**src/rtl/multisim_apb_pkg.sv**
```systemverilog
// Shared APB types for the multisim capture path: phase-FSM state codes and the
// packed transfer record handed to the transport layer.
package multisim_apb_pkg;

  localparam int APB_ADDR_W = 32;
  localparam int APB_DATA_W = 32;

  localparam logic [3:0] ST_IDLE   = 4'b0001;
  localparam logic [3:0] ST_SETUP  = 4'b0010;
  localparam logic [3:0] ST_ACCESS = 4'b0100;

  typedef enum logic [3:0] {
    APB_IDLE   = ST_IDLE,
    APB_SETUP  = ST_SETUP,
    APB_ACCESS = ST_ACCESS
  } multisim_apb_state_t;

  typedef struct packed {
    logic [APB_ADDR_W-1:0] addr;
    logic [APB_DATA_W-1:0] data;
    logic                  write;
    logic                  slverr;
  } multisim_apb_txn_t;

  function automatic logic is_legal_state(input logic [3:0] s);
    return (s == ST_IDLE) || (s == ST_SETUP) || (s == ST_ACCESS);
  endfunction

endpackage

```
**src/rtl/multisim_sync_fifo.sv**
```systemverilog
// Generic first-word-fall-through FIFO with an explicit occupancy count.
// A push while full is accepted only when a pop happens on the same edge.
module multisim_sync_fifo #(
  parameter  int WIDTH = 8,
  parameter  int DEPTH = 8,
  localparam int AW    = $clog2(DEPTH),
  localparam int LW    = AW + 1
) (
  input  logic             clk,
  input  logic             rst,
  input  logic             i_push,
  input  logic [WIDTH-1:0] i_data,
  input  logic             i_pop,
  output logic [WIDTH-1:0] o_data,
  output logic             o_full,
  output logic             o_empty,
  output logic [LW-1:0]    o_level
);

  logic [WIDTH-1:0] r_mem [DEPTH];
  logic [AW-1:0]    r_wr_ptr;
  logic [AW-1:0]    r_rd_ptr;
  logic [LW-1:0]    r_level;
  logic             w_do_push;
  logic             w_do_pop;

  assign o_full    = (r_level == LW'(DEPTH));
  assign o_empty   = (r_level == '0);
  assign o_level   = r_level;
  assign w_do_pop  = i_pop && !o_empty;
  assign w_do_push = i_push && (!o_full || w_do_pop);
  assign o_data    = o_empty ? '0 : r_mem[r_rd_ptr];

  // NOTE: storage has no reset; occupancy alone decides what is valid, and the
  // head is forced to zero while empty so stale entries never reach the port.
  always_ff @(posedge clk) begin
    if (w_do_push) r_mem[r_wr_ptr] <= i_data;
  end

  // NOTE: all state updates are non-blocking so every register sees pre-edge values.
  always_ff @(posedge clk or posedge rst) begin
    if (rst) begin
      r_wr_ptr <= '0;
      r_rd_ptr <= '0;
      r_level  <= '0;
    end else begin
      if (w_do_push) r_wr_ptr <= r_wr_ptr + AW'(1);
      if (w_do_pop)  r_rd_ptr <= r_rd_ptr + AW'(1);
      case ({w_do_push, w_do_pop})
        2'b10:   r_level <= r_level + LW'(1);
        2'b01:   r_level <= r_level - LW'(1);
        default: r_level <= r_level;
      endcase
    end
  end

endmodule

```
**src/rtl/multisim_apb_txn_capture.sv**
```systemverilog
// Captures each completed APB transfer as one record, buffers it, and tracks
// transfers lost to a full buffer plus illegal phase-FSM encodings.
module multisim_apb_txn_capture
  import multisim_apb_pkg::*;
#(
  parameter  int ADDR_W = APB_ADDR_W,
  parameter  int DATA_W = APB_DATA_W,
  parameter  int DEPTH  = 8,
  parameter  int CNT_W  = 16,
  localparam int REC_W  = ADDR_W + DATA_W + 2,
  localparam int LVL_W  = $clog2(DEPTH) + 1
) (
  input  logic              clk,
  input  logic              rst,
  input  logic [3:0]        i_state,
  input  logic              i_apb_psel,
  input  logic              i_apb_pready,
  input  logic              i_apb_pwrite,
  input  logic [ADDR_W-1:0] i_apb_paddr,
  input  logic [DATA_W-1:0] i_apb_pwdata,
  input  logic [DATA_W-1:0] i_apb_prdata,
  input  logic              i_apb_pslverr,
  output logic              o_txn_valid,
  input  logic              i_txn_ready,
  output logic [REC_W-1:0]  o_txn,
  output logic [LVL_W-1:0]  o_level,
  output logic              o_overflow,
  output logic [CNT_W-1:0]  o_drop_cnt,
  input  logic              i_clr,
  output logic              o_state_err
);

  logic             r_armed;
  logic             r_overflow;
  logic [CNT_W-1:0] r_drop_cnt;
  logic             r_state_err;
  logic             w_capture;
  logic             w_full;
  logic             w_empty;
  logic             w_pop;
  logic             w_push;
  logic             w_drop;
  logic [REC_W-1:0] w_rec;

  // Arming on SETUP limits each transfer to one record however long ACCESS lingers.
  assign w_capture = r_armed && (i_state == ST_ACCESS) && i_apb_psel && i_apb_pready;
  assign w_pop     = !w_empty && i_txn_ready;
  assign w_push    = w_capture && (!w_full || w_pop);
  assign w_drop    = w_capture && w_full && !w_pop;
  assign w_rec     = {i_apb_paddr, (i_apb_pwrite ? i_apb_pwdata : i_apb_prdata),
                      i_apb_pwrite, i_apb_pslverr};

  multisim_sync_fifo #(
    .WIDTH (REC_W),
    .DEPTH (DEPTH)
  ) u_fifo (
    .clk     (clk),
    .rst     (rst),
    .i_push  (w_push),
    .i_data  (w_rec),
    .i_pop   (w_pop),
    .o_data  (o_txn),
    .o_full  (w_full),
    .o_empty (w_empty),
    .o_level (o_level)
  );

  always_ff @(posedge clk or posedge rst) begin
    if (rst) begin
      r_armed     <= 1'b0;
      r_overflow  <= 1'b0;
      r_drop_cnt  <= '0;
      r_state_err <= 1'b0;
    end else begin
      if (i_state == ST_SETUP) r_armed <= 1'b1;
      else if (w_capture)      r_armed <= 1'b0;

      // Clear wins over the old count, but a same-edge drop still registers.
      if (i_clr) begin
        r_drop_cnt <= w_drop ? CNT_W'(1) : '0;
        r_overflow <= w_drop;
      end else if (w_drop) begin
        r_overflow <= 1'b1;
        if (r_drop_cnt != '1) r_drop_cnt <= r_drop_cnt + CNT_W'(1);
      end

      r_state_err <= !is_legal_state(i_state);
    end
  end

  assign o_txn_valid = !w_empty;
  assign o_overflow  = r_overflow;
  assign o_drop_cnt  = r_drop_cnt;
  assign o_state_err = r_state_err;

endmodule

```
**config.mk**
```make
export PLATFORM = sky130hd
export DESIGN_NAME = multisim_apb_txn_capture
export DESIGN_NICKNAME = d
export VERILOG_FILES = /design/src/rtl/multisim_apb_pkg.sv /design/src/rtl/multisim_sync_fifo.sv /design/src/rtl/multisim_apb_txn_capture.sv
export SDC_FILE = /design/constraint.sdc
export NUM_CORES = 1
export LEC_CHECK = 0
export ABC_AREA = 1
export CORE_ASPECT_RATIO = 1.25
export CORE_MARGIN = 5
export CORE_UTILIZATION = 31
export DETAILED_ROUTE_END_ITERATION = 10
export DONT_BUFFER_PORTS = 1
export GPL_ROUTABILITY_DRIVEN = 0
export PLACE_DENSITY_LB_ADDON = 0.12
export SETUP_SLACK_MARGIN = 0.4
export SLEW_MARGIN = 15
export SYNTH_ARGS = -nofsm -noshare
export SYNTH_HDL_FRONTEND = slang
export SYNTH_SLANG_ARGS = --single-unit
```
**constraint.sdc**
```tcl
create_clock -name clk -period 12.6 [get_ports clk]
set_input_delay 1.89 -clock clk [delete_from_list [all_inputs] [get_ports clk]]
set_output_delay 1.89 -clock clk [all_outputs]
set_load 0.01 [all_outputs]
```
==> results.sh <==
export IMPL_status="finished, final reports clean"
export IMPL_synth_largest_area_cell="edfxtp_1"
export IMPL_tightest_slew_ns=0.961
export IMPL_cts_buffer_depth=3
export IMPL_preCtsSetupSlack_ns=7.28
export IMPL_hold_viol=0
export IMPL_maxCapViolations=0
export IMPL_fmax_mhz=171
export IMPL_clock_latency_ns=0.61
export IMPL_startpoint="u_fifo.r_rd_ptr[0]$_DFFE_PP0P_"
export IMPL_slew_violations=0
export IMPL_synth_yosys_warnings=0
export IMPL_drc=0
export IMPL_synth_ff_type="edfxtp_1"
export IMPL_min_period_over_period_pct=46.4
export IMPL_rsz0062_at_grt="no"
export IMPL_synth_top_area_share_pct=69.5
export IMPL_cts_buffers=58
export IMPL_synthesis_area_mm2=0.0228
export IMPL_setup_ws_ns=6.75
export IMPL_cts_resized=0
export IMPL_fillers=7143
export IMPL_grtUsageTotal_pct=15.1
export IMPL_syn_nets=1961
export IMPL_drt_iter0_drc=974
export IMPL_dr_pass1_iters=5
export IMPL_cts_clk_slew_worst_paths_ns=0.06
export IMPL_cts_tree="built"
export IMPL_dp_hpwl_um=32500
export IMPL_wl_met3_um=3390
export IMPL_ys_seq_area_share_pct=72.7
export IMPL_hold_class="reg -> reg"
export IMPL_die_area_mm2=0.0791
export IMPL_timing_rr_end="u_fifo.r_mem[2][23]$_DFFE_PP_"
export IMPL_ir_worst_vdd_v=0.000101
export IMPL_synth_common_cells="edfxtp_1 (528), nor2_1 (490), o21ai_0 (278), nand2_1 (141)"
export IMPL_slew_headroom_pct=36.0
export IMPL_start_kind="register"
export IMPL_io_pins=197
export IMPL_gr_total_overflow=0
export IMPL_synth_async_reset_ratio_pct=5.21
export IMPL_arrival_ns=3.96
export IMPL_grt_first_pass_wirelength_um=91100
export IMPL_syn_area_per_cell_um2=12.3
export IMPL_cts_hold_buf=0
export IMPL_totalWireLength_um=61500
export IMPL_required_ns=10.71
export IMPL_rows=111
export IMPL_avgRoutedWirePerCell_um=21.7
export IMPL_io_buffers=0
export IMPL_synth_distinct_cells=31
export IMPL_die_w_um=253
export IMPL_antenna_found_initial=0
export IMPL_p_leak_nw=8.39
export IMPL_synthTopCellsByArea="edfxtp_1 (70%), nor2_1 (8.1%), o21ai_0 (6.1%)"
export IMPL_top_layer_used="met4"
export IMPL_period_minus_slack_ns=5.85
export IMPL_syn_inst=1847
export IMPL_vias=13900
export IMPL_clock_skew_ns=0.0117
export IMPL_critPathMaxFanout=78
export IMPL_core_area_mm2=0.0732
export IMPL_tns_ns=0
export IMPL_wl_met1_um=26700
export IMPL_min_from="r_armed$_DFFE_PP0P_"
export IMPL_dr_wl_met2_um=30200
export IMPL_layout_drive_gt1_share_pct=7.98
export IMPL_grt_max_degree=101
export IMPL_synth_edff_count=528
export IMPL_setup_viol=0
export IMPL_die_h_um=313
export IMPL_crit_path_end="o_txn[54]"
export IMPL_ant_nets=0
export IMPL_htreeDepth=2
export IMPL_nets=1935
export IMPL_r2r_start="u_fifo.o_level[0]$_DFFE_PP0P_"
export IMPL_start_util_pct=31.2
export IMPL_clock_root_buffer="clkbuf_16"
export IMPL_viasPerCell=4.92
export IMPL_crit_type="reg -> out"
export IMPL_worstSetupEndpointType="output port"
export IMPL_syn_to_final_growth_pct=11.7
export IMPL_p_per_area_mw_per_mm2=211
export IMPL_worst_r2r_setup_slack_ns=9.55
export IMPL_post_cts_buffers=0
export IMPL_cts_sinks=557
export IMPL_grt_pass1_vias=14100
export IMPL_reg2reg_depth=8
export IMPL_post_synth_top_count_cell="edfxtp_1"
export IMPL_ys_ff_latch=557
-- flip-flops by register name, indices dropped and copies added, names as in the netlist --
register / count
u_fifo.r_mem: 528
o_drop_cnt: 16
u_fifo.o_level: 4
u_fifo.r_rd_ptr: 3
u_fifo.r_wr_ptr: 3
o_overflow: 1
o_state_err: 1
r_armed: 1
-- metal layers --
metal / vias to the layer above / GRT usage [%]
met5: - / 0
met4: 0 / 3.32
met1: 6987 / 19.7
met3: 70 / 3.39
met2: 281 / 25.7
li1: 6591 / -
-- where the power goes --
group | internal, mW | switching, mW
clock | 0.938 | 0.706
sequential | 2.05 | 0.119
combinational | 0.420 | 1.14
total | 3.41 | 1.96
-- layout by cell type, fill, tap and decap left out, types with 4 or more instances in the layout --
cell type / instances
xor2_1: 5
nor2_1: 490
mux2_2: 24
a21oi_1: 4
o21bai_1: 4
buf_4: 31
clkbuf_1: 13
edfxtp_1: 528
nor3_2: 8
nand2_1: 141
o22ai_1: 66
o211ai_1: 66
clkbuf_16: 61
dfrtp_1: 26
clkinv_1: 15
clkinv_2: 13
mux2_1: 8
inv_1: 26
o21ai_1: 9
o21ai_0: 278
nand3_1: 20
nand4_1: 5
ha_1: 6
-- per-stage QoR --
stage / util (%) / total power [mW] / hold slack [ns] / cell area (µm²) / std cells
floorplan: - / 3.37 / 0.471 / 22800 / 1847
global placement: 32.3 / 3.81 / 0.495 / 23700 / 2721
detailed placement: 32.3 / 3.83 / 0.515 / 23700 / 2721
CTS: 34.8 / 5.49 / 0.533 / 25500 / 2828
global route: 34.8 / 5.74 / 0.585 / 25500 / 2828
finish: 34.8 / 5.37 / 0.527 / 25500 / 2830
-- critical path, stage by stage, from the launching register on --
cell and delay [ns]:
dfrtp_4 0.91, buf_4 0.67, buf_4 0.78, nor2_1 0.11, nor2_1 0.12, o21ai_0 0.10
o211ai_1 0.12, nand2_1 0.08, nor2_1 0.40
-- layout make-up --
class | instances | area, µm² | share of cell area (%)
Antenna cell | 2 | 5.00 | 0.0196
Clock buffer | 74 | 1580 | 6.18
Inverter | 29 | 115 | 0.452
Sequential cell | 557 | 16600 | 65.1
Clock inverter | 33 | 230 | 0.904
Tap cell | 960 | 1200 | 4.71
Multi-Input combinational cell | 1144 | 5520 | 21.7
Timing Repair Buffer | 31 | 233 | 0.914
-- logic make-up (layout without fill, tap and decap cells) --
logic type                 Yosys count  count (layout)  synth area share [%]
AOI/OAI and AO/OA                  428             428                  10.5
xor gates and xnor gates             7               7                 0.269
adders and majority gates            6               6                 0.329
buffers and inverters              146             167                  3.25
DFF                                557             557                  72.7
muxes                               32              32                  1.58
other                                0               2                     0
and+or+nand+nor                    671             671                  11.3
-- worst min-delay path by stage --
stage	slack, ns	cells after the start	endpoint
global placement	0.49	2	r_armed$_DFFE_PP0P_
detailed placement	0.51	2	r_armed$_DFFE_PP0P_
CTS	0.53	2	r_armed$_DFFE_PP0P_
finish	0.53	2	r_armed$_DFFE_PP0P_
floorplan	0.47	2	r_armed$_DFFE_PP0P_
global route	0.58	2	r_armed$_DFFE_PP0P_
Power figures use the tool's default switching activity.
